**src/rtl/gtech_mux_n_reg.sv**
```systemverilog
// gtech_mux_n_reg: N-input registered stream mux with packet-atomic S-steered or round-robin selection
module gtech_mux_n_reg #(
  parameter int W = 8,
  parameter int N = 4,
  parameter int RR = 0,
  localparam int SW = N > 1 ? $clog2(N) : 1
) (
  input  logic           CLK,
  input  logic           RST,
  input  logic [N-1:0]   A_VALID,
  input  logic [N*W-1:0] A_DATA,
  input  logic [N-1:0]   A_LAST,
  output logic [N-1:0]   A_READY,
  input  logic [SW-1:0]  S,
  output logic           Z_VALID,
  output logic [W-1:0]   Z_DATA,
  output logic           Z_LAST,
  input  logic           Z_READY
);
  logic ld, has_c, xfer, locked, sel_last;
  logic [SW-1:0] c, gsel, ptr;
  logic [W-1:0] sel_data;
  int d, best;
  assign ld = !Z_VALID || Z_READY;
  assign A_READY = (ld && has_c && !RST) ? (N'(1) << c) : '0;
  assign xfer = |(A_VALID & A_READY);
  // candidate: held grant, else S, else first valid channel cyclically after ptr
  always_comb begin
    c = gsel;
    has_c = 1'b1;
    d = 0;
    best = N;
    if (N == 1) c = '0;
    else if (!locked && RR == 0) begin
      c = S;
      has_c = int'(S) < N;
    end else if (!locked) begin
      c = '0;
      for (int i = 0; i < N; i++) begin
        d = (i + N - 1 - int'(ptr)) % N;
        if (A_VALID[i] && d < best) begin
          best = d;
          c = SW'(i);
        end
      end
      has_c = best < N;
    end
  end
  // route the candidate's data and last flag
  always_comb begin
    sel_data = '0;
    sel_last = 1'b0;
    for (int i = 0; i < N; i++)
      if (SW'(i) == c) begin
        sel_data = A_DATA[i*W +: W];
        sel_last = A_LAST[i];
      end
  end
  // output register and grant state; reset drops any lock and pending beat
  always_ff @(posedge CLK or posedge RST)
    if (RST) begin
      Z_VALID <= 1'b0;
      Z_DATA <= '0;
      Z_LAST <= 1'b0;
      locked <= 1'b0;
      gsel <= '0;
      ptr <= SW'(N - 1);
    end else begin
      if (ld) Z_VALID <= xfer;
      if (xfer) begin
        Z_DATA <= sel_data;
        Z_LAST <= sel_last;
        locked <= !sel_last;
        if (sel_last) ptr <= c;
        else gsel <= c;
      end
    end
endmodule
```
**config.mk**
```make
export PLATFORM = sky130hd
export DESIGN_NAME = gtech_mux_n_reg
export DESIGN_NICKNAME = d
export VERILOG_FILES = /design/src/rtl/gtech_mux_n_reg.sv
export SDC_FILE = /design/constraint.sdc
export NUM_CORES = 1
export LEC_CHECK = 0
export CAP_MARGIN = 20
export CORE_ASPECT_RATIO = 1.4
export CORE_MARGIN = 5
export CORE_UTILIZATION = 35
export CTS_CLUSTER_DIAMETER = 50
export DETAILED_ROUTE_END_ITERATION = 8
export GPL_ROUTABILITY_DRIVEN = 0
export PLACE_DENSITY = 0.8
export SKIP_CTS_REPAIR_TIMING = 1
export SLEW_MARGIN = 5
export SYNTH_ARGS = -nofsm -noshare
export SYNTH_HDL_FRONTEND = slang
export SYNTH_SLANG_ARGS = --single-unit
```
**constraint.sdc**
```tcl
create_clock -name CLK -period 4 [get_ports CLK]
set_clock_uncertainty 0.15 [all_clocks]
set_input_delay 0.8 -clock CLK [delete_from_list [all_inputs] [get_ports CLK]]
set_output_delay 0.8 -clock CLK [all_outputs]
set_load 0.05 [all_outputs]
```
==> summary.md <==
| Metric | Value |
|---|---|
| Max cap viols | `0` |
| Placement Setup Slack | `about 0.7 ns` |
| Highest-delay cell along the critical path | `mux2i_4` |
| Commonest non-fill, non-tap cells in the layout | `54 x clkdlybuf4s50_1, 13 x dfrtp_1, 9 x mux4_1, 9 x inv_1, 8 x mux2_4` |
| Worst Path Required | `3.05 ns` |
| Min-Delay Startpoint | `Z_DATA[5]` |
| Cells after Synth | `approximately 60` |
| Via count | `~740` |
| Residual DRC | `0` |
| Leading area contributor after synthesis | `dfrtp_1` |
| CP Cell Sequence | `clkdlybuf4s50_1 > mux2i_4 > and3_1 > buf_12` |
| Vias in the first global route | `800` |
| Synth top area share | `0.361` |
| CTS tree | `done` |
| Max clock buf depth | `2` |
| Fin. max-slew vios | `0` |
| # IOs | `roughly 60` |
| Clk pin slew, worst setup/hold paths | `around 0.070 ns` |
| CP arrival | `roughly 2.2 ns` |
| Clock Root Buffer | `clkbuf_4` |
| Min-delay worst type | `flip-flop to flip-flop` |
| Area Overhead vs Synth | `72.5%` |
| Vias/cell | `~4.8` |
| Synth warnings | `0` |
| R2R depth | `4` |
| Largest net degree at the start of global routing | `16` |
| Sequential-to-total area share from yosys stat | `0.361` |
| Post-route ant nets | `0` |
| Detail Placement HPWL | `between 2000 and 2500 µm` |
| Post-route clock period utilization | `0.785` |
| Setup CP Type | `input pin to primary output` |
| WL final | `around 2500 µm` |
| Fin crit period | `about 3.1 ns` |
| Power per Cell Area | `roughly 680 mW/mm²` |
| Slew @ Worst Pin | `between 0.5 and 0.6 ns` |
| Drt first pass iters | `4` |
| Crit path max-delay family | `buffers and inverters` |
| RSZ-0062 raised after global routing | `no` |
| Final Hold Vio Count | `0` |
| CP peak stage delay | `0.50 ns` |
| Worst rel slew slack | `0.600` |
| PortBufs | `between 50 and 60` |
| Synth area leaders | `dfrtp_1 36%, mux4_1 26%, mux2_4 13%` |
| Setup ws final | `around 0.86 ns` |
| Num CTS Buffers | `3` |
| Mean cell area of the mapped netlist | `approximately 15 µm²` |
| Die span in x | `about 53 µm` |
| Post-Syn Area | `~900 µm²` |
| Core footprint | `0.00244 mm²` |
| Grt total ovfl | `0` |
| Initial core utilization | `0.369` |
| Critical Path Start Type | `input pin` |
| First-pass GRT wire length | `~4000 µm` |
| Reg2reg start | `locked` |
| Number of antenna violations at the first check in global routing | `0` |
| Max Freq | `between 300 and 400 MHz` |
| Initial DRC count | `6` |
| Rows | `21` |
| Finish-stage setup viols | `0` |
| Die H | `70.1 µm` |
| Fillers | `between 150 and 200` |
| Most common cell after layout, fill and taps aside | `clkdlybuf4s50_1` |
| Crit-path max FO | `15` |
| Leak pwr | `roughly 0.7 nW` |
| Status | `complete, no violations` |
| Clk sinks | `13` |
| Final nets | `166` |
| Antenna Cells | `0` |
| Max rail drop VDD | `0.378 mV` |
| Gr usage total | `0.148` |
| Clock latency on the worst-skew pair | `roughly 0.27 ns` |
| H-tree Lvls | `1` |
| Worst reg2reg path endpoint | `Z_DATA[5]` |
| Mapped Nets | `104` |
| Crit. End Element | `primary output` |
| Full die area | `roughly 0.0037 mm²` |
| Drt wl/cell | `roughly 16 µm` |
| Yosys reg bits | `13` |
| Share of cells above drive strength 1 | `0.167` |
| Setup TNS | `0 ns` |
| Hold depth | `1` |
| Flop2flop setup slack | `1.42 ns` |
| Hold Path Sink | `Z_DATA[5]` |
| WP buf/inv | `2` |
| Unique masters post-synth | `19` |
layout make-up:
cell class,count,area [µm²],share of cell area
repair buffers,60,623,0.400
clock buffers,4,26.3,0.0169
flip-flops and latches,13,325,0.209
well taps,34,42.5,0.0273
multi-input cells,34,505,0.325
inverters,9,33.8,0.0217
metrics by stage:
step	utilization	power, mW	hold WS [ns]	instance area (µm²)	cells
finish	0.637	1.06	0.371	1560	154
global route	0.637	1.12	0.388	1560	154
detailed placement	0.626	0.997	0.354	1530	150
CTS	0.637	1.08	0.371	1560	154
global placement	0.626	0.976	0.340	1530	150
floorplan	-	0.775	0.347	902	59
metal layers:
metal	GRT usage	wire length, µm	vias to the layer above
met5	0	0	-
met4	0.0795	70	0
met3	0.0213	115	6
met2	0.258	1450	32
met1	0.166	828	356
li1	-	-	345
worst max path at each step:
stage,cells after the start,end,from
floorplan,3,A_READY[3],RST
global placement,5,Z_DATA[5],S[0]
detailed placement,5,Z_DATA[5],S[0]
CTS,4,A_READY[0],S[0]
global route,5,A_READY[2],S[0]
finish,4,A_READY[0],S[0]
kinds of logic after synthesis:
kind of cell	count (synthesis)	synth area share
flops	13	0.361
buf+inv	12	0.0790
simple gates	8	0.0444
compound gates	2	0.0139
mux	24	0.502
cells in the mapped netlist:
| cell type | n |
|---|---|
| mux4_1 | 9 |
| mux2i_4 | 1 |
| mux2i_1 | 4 |
| mux2_4 | 8 |
| o21ai_0 | 1 |
| inv_1 | 9 |
| buf_12 | 1 |
| clkbuf_8 | 1 |
| nand3_1 | 1 |
| mux4_2 | 1 |
| nand2_2 | 1 |
| nor2_1 | 2 |
| nor3b_1 | 1 |
| nand2_1 | 2 |
| dfrtp_1 | 13 |
| and3_1 | 1 |
| mux2_1 | 1 |
| clkbuf_1 | 1 |
| o21a_1 | 1 |
report_power, final:
part / internal (mW) / leakage, nW / switching, mW
logic: 0.356 / 0.534 / 0.384
registers: 0.199 / 0.152 / 0.0473
clock network: 0.0386 / 0.0150 / 0.0395
total: 0.594 / 0.701 / 0.470
state kept, by name, summed over array words and instances (netlist names):
| signal | cells |
|---|---|
| Z_DATA | 8 |
| gsel | 2 |
| Z_LAST | 1 |
| Z_VALID | 1 |
| locked | 1 |
Power figures use the tool's default switching activity.
